`src/rtl/dim_controller.sv`:
```
// rtl/dim_controller.sv - 4-bit brightness level with manual buttons and breathe ramp,
// committed only on frame-boundary ticks.
module dim_controller #(
   parameter int         DEBOUNCE_CYCLES = 250000,
   parameter int         HOLD_CYCLES     = 12500000,
   parameter int         REPEAT_CYCLES   = 2500000,
   parameter int         BREATHE_FRAMES  = 4,
   parameter logic [3:0] RESET_LEVEL     = 4'd15
) (
   input  logic       clk,
   input  logic       reset,
   input  logic       btnUp,
   input  logic       btnDown,
   input  logic       mode,
   input  logic       frameTick,
   output logic [3:0] dimCounter,
   output logic       atMax,
   output logic       atMin
);

   localparam int HMAX = (HOLD_CYCLES > REPEAT_CYCLES) ? HOLD_CYCLES : REPEAT_CYCLES;
   localparam int DW   = $clog2(DEBOUNCE_CYCLES + 1);
   localparam int HW   = $clog2(HMAX + 1);
   localparam int FW   = (BREATHE_FRAMES > 1) ? $clog2(BREATHE_FRAMES) : 1;
   localparam logic [DW-1:0] DEB_LAST  = DW'(DEBOUNCE_CYCLES - 1);
   localparam logic [HW-1:0] HOLD_LAST = HW'(HOLD_CYCLES - 1);
   localparam logic [HW-1:0] REP_LAST  = HW'(REPEAT_CYCLES - 1);
   localparam logic [FW-1:0] F_LAST    = FW'(BREATHE_FRAMES - 1);

   typedef enum logic [1:0] {MANUAL, BR_UP, BR_DOWN} state_t;

   // Index 0 is the up button, index 1 the down button.
   logic [1:0]    btn_meta, btn_sync, deb, deb_prev, in_repeat, press, step;
   logic [DW-1:0] deb_cnt  [2];
   logic [HW-1:0] hold_cnt [2];
   logic          mode_meta, mode_sync;
   logic          pend_up, pend_down;
   logic [FW-1:0] frame_cnt;
   logic [3:0]    level_next;
   logic          up_req, down_req, breathe_step;
   state_t        state;

   always_comb begin
      for (int i = 0; i < 2; i++) begin
         press[i] = deb[i] & ~deb_prev[i];
         step[i]  = press[i] | (deb[i] & ~press[i] &
                    (hold_cnt[i] == (in_repeat[i] ? REP_LAST : HOLD_LAST)));
      end
   end

   always_ff @(posedge clk) begin
      if (reset) begin
         btn_meta  <= '0;
         btn_sync  <= '0;
         mode_meta <= 1'b0;
         mode_sync <= 1'b0;
         deb       <= '0;
         deb_prev  <= '0;
         in_repeat <= '0;
         for (int i = 0; i < 2; i++) begin
            deb_cnt[i]  <= '0;
            hold_cnt[i] <= '0;
         end
      end else begin
         btn_meta  <= {btnDown, btnUp};
         btn_sync  <= btn_meta;
         mode_meta <= mode;
         mode_sync <= mode_meta;
         deb_prev  <= deb;
         for (int i = 0; i < 2; i++) begin
            if (btn_sync[i] != deb[i]) begin
               if (deb_cnt[i] == DEB_LAST) begin
                  deb[i]     <= ~deb[i];
                  deb_cnt[i] <= '0;
               end else begin
                  deb_cnt[i] <= deb_cnt[i] + 1'b1;
               end
            end else begin
               deb_cnt[i] <= '0;
            end
            // Hold counter restarts at every event; after the first repeat it uses the shorter period.
            if (!deb[i] || press[i]) begin
               hold_cnt[i]  <= '0;
               in_repeat[i] <= 1'b0;
            end else if (step[i]) begin
               hold_cnt[i]  <= '0;
               in_repeat[i] <= 1'b1;
            end else begin
               hold_cnt[i] <= hold_cnt[i] + 1'b1;
            end
         end
      end
   end

   assign up_req       = pend_up | step[0];
   assign down_req     = pend_down | step[1];
   assign breathe_step = frameTick && (frame_cnt == F_LAST);

   always_comb begin
      level_next = dimCounter;
      case (state)
         MANUAL: begin
            if (!mode_sync && frameTick) begin
               if (up_req && !down_req && dimCounter != 4'd15)
                  level_next = dimCounter + 4'd1;
               else if (down_req && !up_req && dimCounter != 4'd0)
                  level_next = dimCounter - 4'd1;
            end
         end
         BR_UP:   if (mode_sync && breathe_step && dimCounter != 4'd15) level_next = dimCounter + 4'd1;
         BR_DOWN: if (mode_sync && breathe_step && dimCounter != 4'd0)  level_next = dimCounter - 4'd1;
         default: level_next = dimCounter;
      endcase
   end

   always_ff @(posedge clk) begin
      if (reset) begin
         state      <= MANUAL;
         frame_cnt  <= '0;
         pend_up    <= 1'b0;
         pend_down  <= 1'b0;
         dimCounter <= RESET_LEVEL;
         atMax      <= (RESET_LEVEL == 4'd15);
         atMin      <= (RESET_LEVEL == 4'd0);
      end else begin
         dimCounter <= level_next;
         atMax      <= (level_next == 4'd15);
         atMin      <= (level_next == 4'd0);
         case (state)
            MANUAL: begin
               if (mode_sync) begin
                  state     <= (dimCounter == 4'd15) ? BR_DOWN : BR_UP;
                  frame_cnt <= '0;
                  pend_up   <= 1'b0;
                  pend_down <= 1'b0;
               end else if (frameTick) begin
                  pend_up   <= 1'b0;
                  pend_down <= 1'b0;
               end else begin
                  if (step[0]) pend_up   <= 1'b1;
                  if (step[1]) pend_down <= 1'b1;
               end
            end
            BR_UP, BR_DOWN: begin
               if (!mode_sync) begin
                  state     <= MANUAL;
                  frame_cnt <= '0;
               end else if (frameTick) begin
                  frame_cnt <= breathe_step ? '0 : frame_cnt + 1'b1;
                  // Turn around in the same cycle the end value is reached.
                  if (state == BR_UP && level_next == 4'd15)  state <= BR_DOWN;
                  if (state == BR_DOWN && level_next == 4'd0) state <= BR_UP;
               end
            end
            default: state <= MANUAL;
         endcase
      end
   end

endmodule

```
`config.mk`:
```
export PLATFORM = sky130hd
export DESIGN_NAME = dim_controller
export DESIGN_NICKNAME = d
export VERILOG_FILES = /design/src/rtl/dim_controller.sv
export SDC_FILE = /design/constraint.sdc
export NUM_CORES = 1
export LEC_CHECK = 0
export ABC_AREA = 0
export CORE_MARGIN = 4
export CORE_UTILIZATION = 60
export CTS_BUF_LIST = sky130_fd_sc_hd__clkbuf_16
export CTS_CLUSTER_SIZE = 16
export DETAILED_ROUTE_END_ITERATION = 16
export PLACE_DENSITY_LB_ADDON = 0.12
export SLEW_MARGIN = 15
export SYNTH_ARGS = -nofsm -noshare
export SYNTH_HDL_FRONTEND = slang
export SYNTH_SLANG_ARGS = --single-unit
```
`constraint.sdc`:
```
create_clock -name clk -period 8.3 [get_ports clk]
set_clock_uncertainty 0.15 [all_clocks]
set_input_delay 0.83 -clock clk [delete_from_list [all_inputs] [get_ports clk]]
set_output_delay 0.83 -clock clk [all_outputs]
set_load 0.01 [all_outputs]
```
* Word level (Yosys, flattened, before mapping)
Memory sizes are Yosys's and may differ from the RTL's.
Index checks and enable logic that the tools add are counted.
Widths: inputs -> output; s select.
** Operators by class
- Equality and inequality tests :: 15
- Bitwise operators :: 28
- Reduce and logical (&&, ||, !) cells :: 33
- Muxes and demuxes :: 84
- $add $sub $neg :: 7
** Operators with widths (count)
- $mux 24 :: 8
- $mux 18 :: 6
- $mux 1 :: 52
- $add 24x1->24 const B :: 2
- $eq 24x24->1 :: 2
- $add 18x1->18 const B :: 2
- $eq 18x18->1 const B :: 2
- $mux 2 :: 10
- $mux 4 :: 5
- $or 1x1->1 :: 16
- $pmux 4 s3 :: 1
- $logic_and 1x1->1 :: 11
- $eq 4x4->1 const B :: 2
- $ne 4x4->1 const B :: 2
- $pmux 2 s2 :: 2
- $reduce_and 2->1 :: 4
- $and 1x1->1 :: 6
- $not 1->1 :: 6
- $reduce_and 3->1 :: 2
- $reduce_bool 3->1 :: 2
- $reduce_or 2->1 :: 3
- $logic_not 1->1 :: 5
- $add 4x1->4 const B :: 1
- $eq 2x2->1 const B :: 2
- other kinds (11) :: 13
** Storage, ports and cells
- Input bits :: 6
- Memories :: 2
- Memory bits (writable) :: 84
- Output and inout bits :: 6
- Word-level logic and storage cells :: 185
- Bits in registers :: 24
** Memory list
- hold_cnt :: depth 2, bits a word 24, rd ports 2, clocked after Yosys merged registers in 0, write ports 2, RTL line 35 : logic [HW-1:0] hold_cnt [2];
- deb_cnt :: depth 2, bits a word 18, rd ports 2, clocked after Yosys merged registers in 0, write ports 2, RTL line 34 : logic [DW-1:0] deb_cnt [2];

* Depth between registers and ports, before layout
Gate-level depths: netlist of run 1.
- Depth after elaboration :: 21
- Mapped depth :: 13
- Gate-level depth less buffers :: 12

* Worst setup path before layout of run 1
Ideal clock, no wire load.
- Path kind :: in2reg
- Start point :: in frameTick
- End point :: reg state[0]
- Required time :: 8078 ps
- Arrival time :: 3069 ps
- Stages on the path :: 11
- Slack :: 5009 ps
- Path buffers :: 1
- Library setup time :: 72 ps
- Path through :: nand3_1 > clkbuf_1 > o31ai_1 > a22oi_1 > a311oi_1 > a31oi_1 > o31ai_1 > nand2_1 > or3_1 > a41oi_2 > mux2i_1
** Between the ends
- Cells in the longest elaborated chain, start to end :: 11
- Elaborated cells on any way between the ends :: 20
- Those cells by class :: 3 x eq/ne; 8 x mux; 9 x reduce/logical
** RTL lines
- start, declared :: RTL line 15 : input logic frameTick,
- $logic_and 1x1->1 :: RTL line 97 : assign breathe_step = frameTick && (frame_cnt == F_LAST);
- $logic_and 1x1->1 :: RTL line 110, 111
- $logic_and 1x1->1 (on tied branches) :: RTL line 111, 110
- $mux 4 (on tied branches) :: RTL line 111, 110
- $pmux 4 s3 :: RTL line 101 : case (state)
- $logic_not 4->1 :: RTL line 152 : if (state == BR_DOWN && level_next == 4'd0) state <= BR_UP;
- $logic_and 1x1->1 :: RTL line 152
- $mux 2 :: RTL line 152
- $mux 2 :: RTL line 148 : end else if (frameTick) begin
- $mux 2 :: RTL line 145 : if (!mode_sync) begin
- $pmux 2 s2 :: RTL line 129 : case (state)
- end signal, assigned :: RTL line 132 : state <= (dimCounter == 4'd15) ? BR_DOWN : BR_UP;
- end, declared :: RTL line 41 : state_t state;
Parallel ways exist; a longest one is shown, timed or not. The select of a mux whose other input is x is not followed.
A chain may end at the register's enable or synchronous reset.

* Worst setup path after layout of run 1
Same ends and word-level chain as after synthesis.

==> results.sh, run 1 <==
export IMPL_endpoint_kind="register"
export IMPL_cp_required_ns=8.43
export IMPL_grt_total_usage_pct=21.1
export IMPL_synth_top_family_by_area="simple AND/OR/NAND/NOR gates"
export IMPL_startpoint_type="input port"
export IMPL_synth_distinct_cells=69
export IMPL_drt_total_wl_um=11800
export IMPL_yosys_area_top_type_share_pct=40.8
export IMPL_path_delay_family="compound AO/OA/AOI/OAI gates"
export IMPL_min_path_type="register to register"
export IMPL_synth_simple_gate_area_share_pct=25.7
export IMPL_dpl_hpwl_um=8660
export IMPL_place_congestion=0.914
export IMPL_cpMaxStageDelayCell="clkdlybuf4s50_1"
export IMPL_synth_xor_xnor_area_share_pct=10.8
export IMPL_dpl_cell_count=849
export IMPL_synthAdderAreaFrac_pct=2.22
export IMPL_multiInputGateArea_um2=3340
export IMPL_synth_common_cells="nor2_1, edfxtp_1, nand2_1, xor2_1, nand3_1"
export IMPL_cts_num_sinks=108
export IMPL_die_area_um2=12000
export IMPL_coreArea_um2=9910
export IMPL_clk_latency_ns=0.34
export IMPL_start_util_pct=62.4
export IMPL_p_leak_nw=2.47
export IMPL_muxShareOfSynthArea_pct=0.991
export IMPL_grt_max_degree=27
export IMPL_drv_cap=0
export IMPL_crit_type="input port to register"
export IMPL_crit_top_cell="o31ai_1"
export IMPL_via_per_inst=5.41
export IMPL_io_pin_count=12
export IMPL_drv_slew=0
export IMPL_grt_pass1_vias=4501
export IMPL_ant_nets=0
export IMPL_max_freq_ghz=0.250
export IMPL_io_buffers=11
export IMPL_grt_pass1_wl_um=20200
export IMPL_crit_buf_inv=1
export IMPL_syn_avg_cell_area_um2=9.67
export IMPL_drtIter0Drc=272
export IMPL_cts_buffers=9
export IMPL_post_cts_setup_buffers=0
export IMPL_cts_root_buf="clkbuf_16"
export IMPL_n_antenna_cell=0
export IMPL_yosysWarnings=0
export IMPL_largest_reg_flops=48
export IMPL_cts_resized=0
export IMPL_clockBufferDepth=2
export IMPL_area_growth_pct=12.8
export IMPL_synth_seq_cells=108
export IMPL_finalHoldViolCount=0
export IMPL_h_tree_depth=3
export IMPL_power_w=0.00129
export IMPL_fin_util_pct=70.4
export IMPL_synth_async_sr_flop_share_pct=0
export IMPL_ys_seq_area_share_pct=48.5
export IMPL_slowest_delay_ns=0.59
export IMPL_clkTransAtPathRegs_ns=0.07
export IMPL_die_w_um=110
export IMPL_setup_viol=0
export IMPL_dr_total_vias=4680
export IMPL_status="finished, final reports clean"
export IMPL_tightest_slew_ns=0.941
export IMPL_overflow=0
export IMPL_antenna_found_initial=0
export IMPL_post_drt_wl_per_cell_um=13.6
export IMPL_synth_area_um2=6190
export IMPL_maxSlewHeadroom_pct=37.1
export IMPL_area_sequential_um2=3000
export IMPL_cp_arrival_ns=4.13
export IMPL_cp_cell_sequence="clkdlybuf4s50_1 -> nand3_1 -> o31ai_1 -> a22oi_1 -> a311oi_1 -> a31oi_1 -> o31ai_1 -> nand2_1 -> or3_1 -> a41oi_2 -> mux2i_1"
export IMPL_power_density_nw_per_um2=185
export IMPL_synth_most_common_cell="nor2_1"
export IMPL_n_fill_cell=787
export IMPL_rsz0062_at_grt="false"
export IMPL_layout_cells_non_filler=865
export IMPL_fin_nets=744
export IMPL_synth_ff_type="edfxtp_1"
export IMPL_dr_pass1_iters=5
export IMPL_crit_fanout=11
export IMPL_yosys_area_top_type="edfxtp_1"
export IMPL_hold_buffers=0
export IMPL_top_register="hold_cnt"
export IMPL_die_y_um=110
export IMPL_period_minus_slack_ns=4.00
export IMPL_netlist_instances=640
export IMPL_route_detailed_drc=0
export IMPL_tritoncts="built"
export IMPL_drive_above_1_share_pct=4.51
export IMPL_synthTopCellsByArea="edfxtp_1, dfxtp_1, nor2_1, xor2_1, xnor2_1"
export IMPL_period_share_pct=48.1
export IMPL_reg_top3="hold_cnt (48), deb_cnt (36), dimCounter (4)"
export IMPL_setup_tns_ns=0
export IMPL_synth_compound_area_share_pct=9.24
export IMPL_synth_edf_count=84
export IMPL_rows=36
export IMPL_vdd_drop_max_uv=117
stage by stage:
stage | hold WS [ns] | instance area, µm² | setup slack, ns
floorplan | 0.264 | 6500 | 5.01
CTS | 0.279 | 6980 | 4.37
global route | 0.304 | 6980 | 3.98
global placement | 0.268 | 6710 | 4.07
finish | 0.275 | 6980 | 4.30
detailed placement | 0.270 | 6710 | 4.01
logic make-up after synthesis:
family / Yosys count
AO/OA/AOI/OAI: 78
XOR/XNOR: 76
adder cells (fa/ha/maj): 11
buffers and inverters: 40
flip-flops: 108
multiplexers: 6
other: 1
AND/OR/NAND/NOR: 320
layout make-up:
type                       count  area share, %
multi-input combinational    575           47.9
sequential                   108           43.0
inverter                      21           1.13
clock buffer                   9           3.23
tap                          133           2.39
timing repair buffer          12           1.69
clock inverter                 7          0.610
layer usage:
metal | share of wire, % | wire (µm) | global-route usage [%]
met1 | 49 | 5790 | 29.9
met2 | 45 | 5330 | 32.8
met3 | 3.9 | 454 | 3.05
met4 | 1.6 | 192 | 8.37
met5 | 0 | 0 | 0
power by group:
group	switching [W]	internal, W	total [W]
Clock	0.000192	0.000202	0.000394
Combinational	0.000144	0.000101	0.000245
Sequential	0.0000420	0.000609	0.000651
Total	0.000377	0.000912	0.00129
path summary, 6_finish.rpt:
| check | start | end | slack [ns] | cells past startpoint |
|---|---|---|---|---|
| min | mode_meta$_SDFF_PP0_ | mode_sync$_SDFF_PP0_ | 0.28 | 1 |
| max reg2reg | hold_cnt[1][0]$_SDFFCE_PN0P_ | state[1]$_SDFFE_PP0P_ | 4.55 | 11 |
| min reg2reg | mode_meta$_SDFF_PP0_ | mode_sync$_SDFF_PP0_ | 0.28 | 1 |
| max | frameTick | state[0]$_SDFFE_PP0P_ | 4.30 | 11 |
cell usage in the layout (no fill, tap or decap), types with 3 or more instances in the layout:
cell type        synthesis  routed
nor2_1                 122     122
edfxtp_1                84      84
conb_1                   1      84
nand2_1                 46      46
xor2_1                  46      46
nand3_1                 38      38
xnor2_1                 30      30
dfxtp_1                 24      24
inv_1                   21      22
a21oi_1                 22      22
and3_1                  17      17
nor3_1                  17      17
nand4_1                 16      16
o21ai_0                 14      14
or3_1                   13      13
ha_1                    11      11
clkdlybuf4s50_1          0      11
nor2b_1                  9       9
clkbuf_16                0       9
nand2b_1                 7       7
nor4b_1                  6       6
mux2i_1                  5       5
nor4_1                   4       4
nand4bb_1                4       4
o211ai_1                 4       4
or2_2                    3       3
a21o_1                   3       3
a22oi_1                  3       3
o31ai_1                  3       3
clkinv_2                 0       3
Power figures use the tool's default switching activity.
==> inputs of run 2 (changes only) <==
--- a/config.mk
+++ b/config.mk
@@ -7,7 +7,7 @@
 export LEC_CHECK = 0
 export ABC_AREA = 0
 export CORE_MARGIN = 4
-export CORE_UTILIZATION = 60
+export CORE_UTILIZATION = 57
 export CTS_BUF_LIST = sky130_fd_sc_hd__clkbuf_16
 export CTS_CLUSTER_SIZE = 16
 export DETAILED_ROUTE_END_ITERATION = 16
==> constraint.sdc (replaced) <==
create_clock -name clk -period 3.2 [get_ports clk]
set_clock_uncertainty 0.15 [all_clocks]
set_input_delay 0.32 -clock clk [delete_from_list [all_inputs] [get_ports clk]]
set_output_delay 0.32 -clock clk [all_outputs]
set_load 0.01 [all_outputs]
==> results.sh, run 2 (synthesis results as in run 1) <==
export IMPL_period_share_pct=105
export IMPL_setup_viol=2
export IMPL_area_sequential_um2=3000
export IMPL_timing_rr_start="hold_cnt[1][1]$_SDFFCE_PN0P_"
export IMPL_fin_ws_ns=-0.153
export IMPL_h_tree_depth=3
export IMPL_place_congestion=0.918
export IMPL_cp_cell_sequence="ha_2 -> nand4_1 -> or4b_1 -> a2111o_1 -> and2_4 -> buf_4 -> a21oi_2 -> o31ai_2 -> buf_4 -> or4_4 -> a41oi_2 -> mux2i_1"
export IMPL_largest_reg_flops=48
export IMPL_path_delay_family="simple AND/OR/NAND/NOR gates"
export IMPL_drt_total_wl_um=14000
export IMPL_layout_commonest_cell="nor2_1"
export IMPL_rows=37
export IMPL_multiInputGateArea_um2=3520
export IMPL_drive_above_1_share_pct=18.3
export IMPL_crit_top_cell="buf_4"
export IMPL_cp_arrival_ns=3.47
export IMPL_hold_end="btn_sync[1]$_SDFF_PP0_"
export IMPL_crit_buf_inv=2
export IMPL_overflow=0
export IMPL_cts_num_sinks=108
export IMPL_antenna_found_initial=0
export IMPL_max_freq_ghz=0.298
export IMPL_startpoint_type="register"
export IMPL_via_per_inst=5.38
export IMPL_clockBufferDepth=2
export IMPL_fin_util_pct=76.0
export IMPL_vdd_drop_max_uv=317
export IMPL_dr_total_vias=5200
export IMPL_grt_total_usage_pct=22.5
export IMPL_power_density_nw_per_um2=474
export IMPL_io_pin_count=12
export IMPL_crit_fanout=4
export IMPL_violations="setup timing"
export IMPL_setup_tns_ns=-0.259
export IMPL_endpoint_kind="register"
export IMPL_start_util_pct=59.1
export IMPL_ff2ff_setup_slack_ns=-0.15
export IMPL_ant_nets=0
export IMPL_finalHoldViolCount=0
export IMPL_met3_usage_pct=3.23
export IMPL_reg2reg_to="state[0]$_SDFFE_PP0P_"
export IMPL_clkTransAtPathRegs_ns=0.07
export IMPL_hold_path_cell_count=1
export IMPL_rr_worst_depth=12
export IMPL_grt_pass1_wl_um=23500
export IMPL_io_buffers=11
export IMPL_clk_latency_ns=0.34
export IMPL_cts_buffers=9
export IMPL_drv_slew=0
export IMPL_period_minus_slack_ns=3.35
export IMPL_whs_ns=0.287
export IMPL_coreArea_um2=10500
export IMPL_n_antenna_cell=0
export IMPL_hold_start="btn_meta[1]$_SDFF_PP0_"
export IMPL_slowest_delay_ns=0.53
export IMPL_die_area_um2=12600
export IMPL_reg_top3="hold_cnt (48), deb_cnt (36), dimCounter (4)"
export IMPL_tritoncts="built"
export IMPL_grt_max_degree=25
export IMPL_die_w_um=112
export IMPL_gr_usage_met2_pct=38.9
export IMPL_cts_root_buf="clkbuf_16"
export IMPL_n_fill_cell=762
export IMPL_gr_max_usage_layer="met2"
export IMPL_maxSlewHeadroom_pct=53.5
export IMPL_min_path_type="register to register"
export IMPL_crit_type="register to register"
export IMPL_p_leak_nw=3.00
export IMPL_drtIter0Drc=388
export IMPL_grt_pass1_vias=5191
export IMPL_fin_nets=844
export IMPL_cp_required_ns=3.32
export IMPL_dr_pass1_iters=7
export IMPL_die_y_um=112
export IMPL_post_drt_wl_per_cell_um=14.5
export IMPL_area_growth_pct=28.5
export IMPL_tightest_slew_ns=0.692
export IMPL_dpl_hpwl_um=10200
export IMPL_status="complete, but fails checks"
export IMPL_grtUsageMet1_pct=28.7
export IMPL_route_detailed_drc=0
export IMPL_cpMaxStageDelayCell="or4_4"
export IMPL_rsz0062_at_grt="true"
export IMPL_drv_cap=0
export IMPL_most_common_layout_cells="nor2_1, buf_4, edfxtp_1, conb_1"
export IMPL_top_register="hold_cnt"
==> run 2: worst max path at each step <==
stage	cells past startpoint	from	endpoint
after floorplan	13	dimCounter[0]$_SDFF_PP1_	state[0]$_SDFFE_PP0P_
after global placement	10	hold_cnt[0][14]$_SDFFCE_PN0P_	state[0]$_SDFFE_PP0P_
after detailed placement	11	hold_cnt[0][14]$_SDFFCE_PN0P_	state[0]$_SDFFE_PP0P_
after CTS	12	hold_cnt[1][1]$_SDFFCE_PN0P_	state[0]$_SDFFE_PP0P_
after global routing	16	hold_cnt[1][1]$_SDFFCE_PN0P_	state[0]$_SDFFE_PP0P_
final	12	hold_cnt[1][1]$_SDFFCE_PN0P_	state[0]$_SDFFE_PP0P_
==> run 2: through the flow <==
stage	instance area, µm²	power (W)	instances	setup slack, ns
2_1_floorplan	6530	0.00219	723	0.00998
3_3_place_gp	7410	0.00259	940	-0.121
3_5_place_dp	7410	0.00260	940	-0.281
4_1_cts	7860	0.00373	965	-0.186
5_1_grt	7950	0.00395	967	-0.345
6_report	7950	0.00377	967	-0.153
==> run 2: worst reg2reg max path: cells and delay by family, from the launching register on <==
family          cells  cell delay, ns
flops               1            0.37
simple gates        4            1.34
fa+ha+maj           1            0.19
mux                 1            0.19
compound gates      4            0.74
buf+inv             2            0.31
==> run 2: layout make-up <==
class / instances / share of cell area, %
Timing Repair Buffer: 112 / 11.2
Multi-Input combinational cell: 575 / 44.3
Tap cell: 136 / 2.14
Inverter: 21 / 0.992
Sequential cell: 108 / 37.8
Clock inverter: 6 / 0.803
Clock buffer: 9 / 2.83
==> run 2: power breakdown <==
part           switching (W)  internal, W
Combinational       0.000551     0.000479
Sequential         0.0000694      0.00158
Clock               0.000486     0.000604
Total                0.00111      0.00266
==> run 2: repair_timing <==
action / 4_1_cts / 5_1_grt
setup buffers: 10 / 2
pin swaps: 18 / 18
hold buffers: 0 / 0
endpoints found under the setup margin: 2 / 4
resized for setup: 15 / 12
==> run 2: per-layer routing <==
metal  vias up  share of wire [%]
li1       2582                  -
met1      2472                 44
met2       120                 51
met3        26                3.1
met4         0                1.7
met5         -                  0
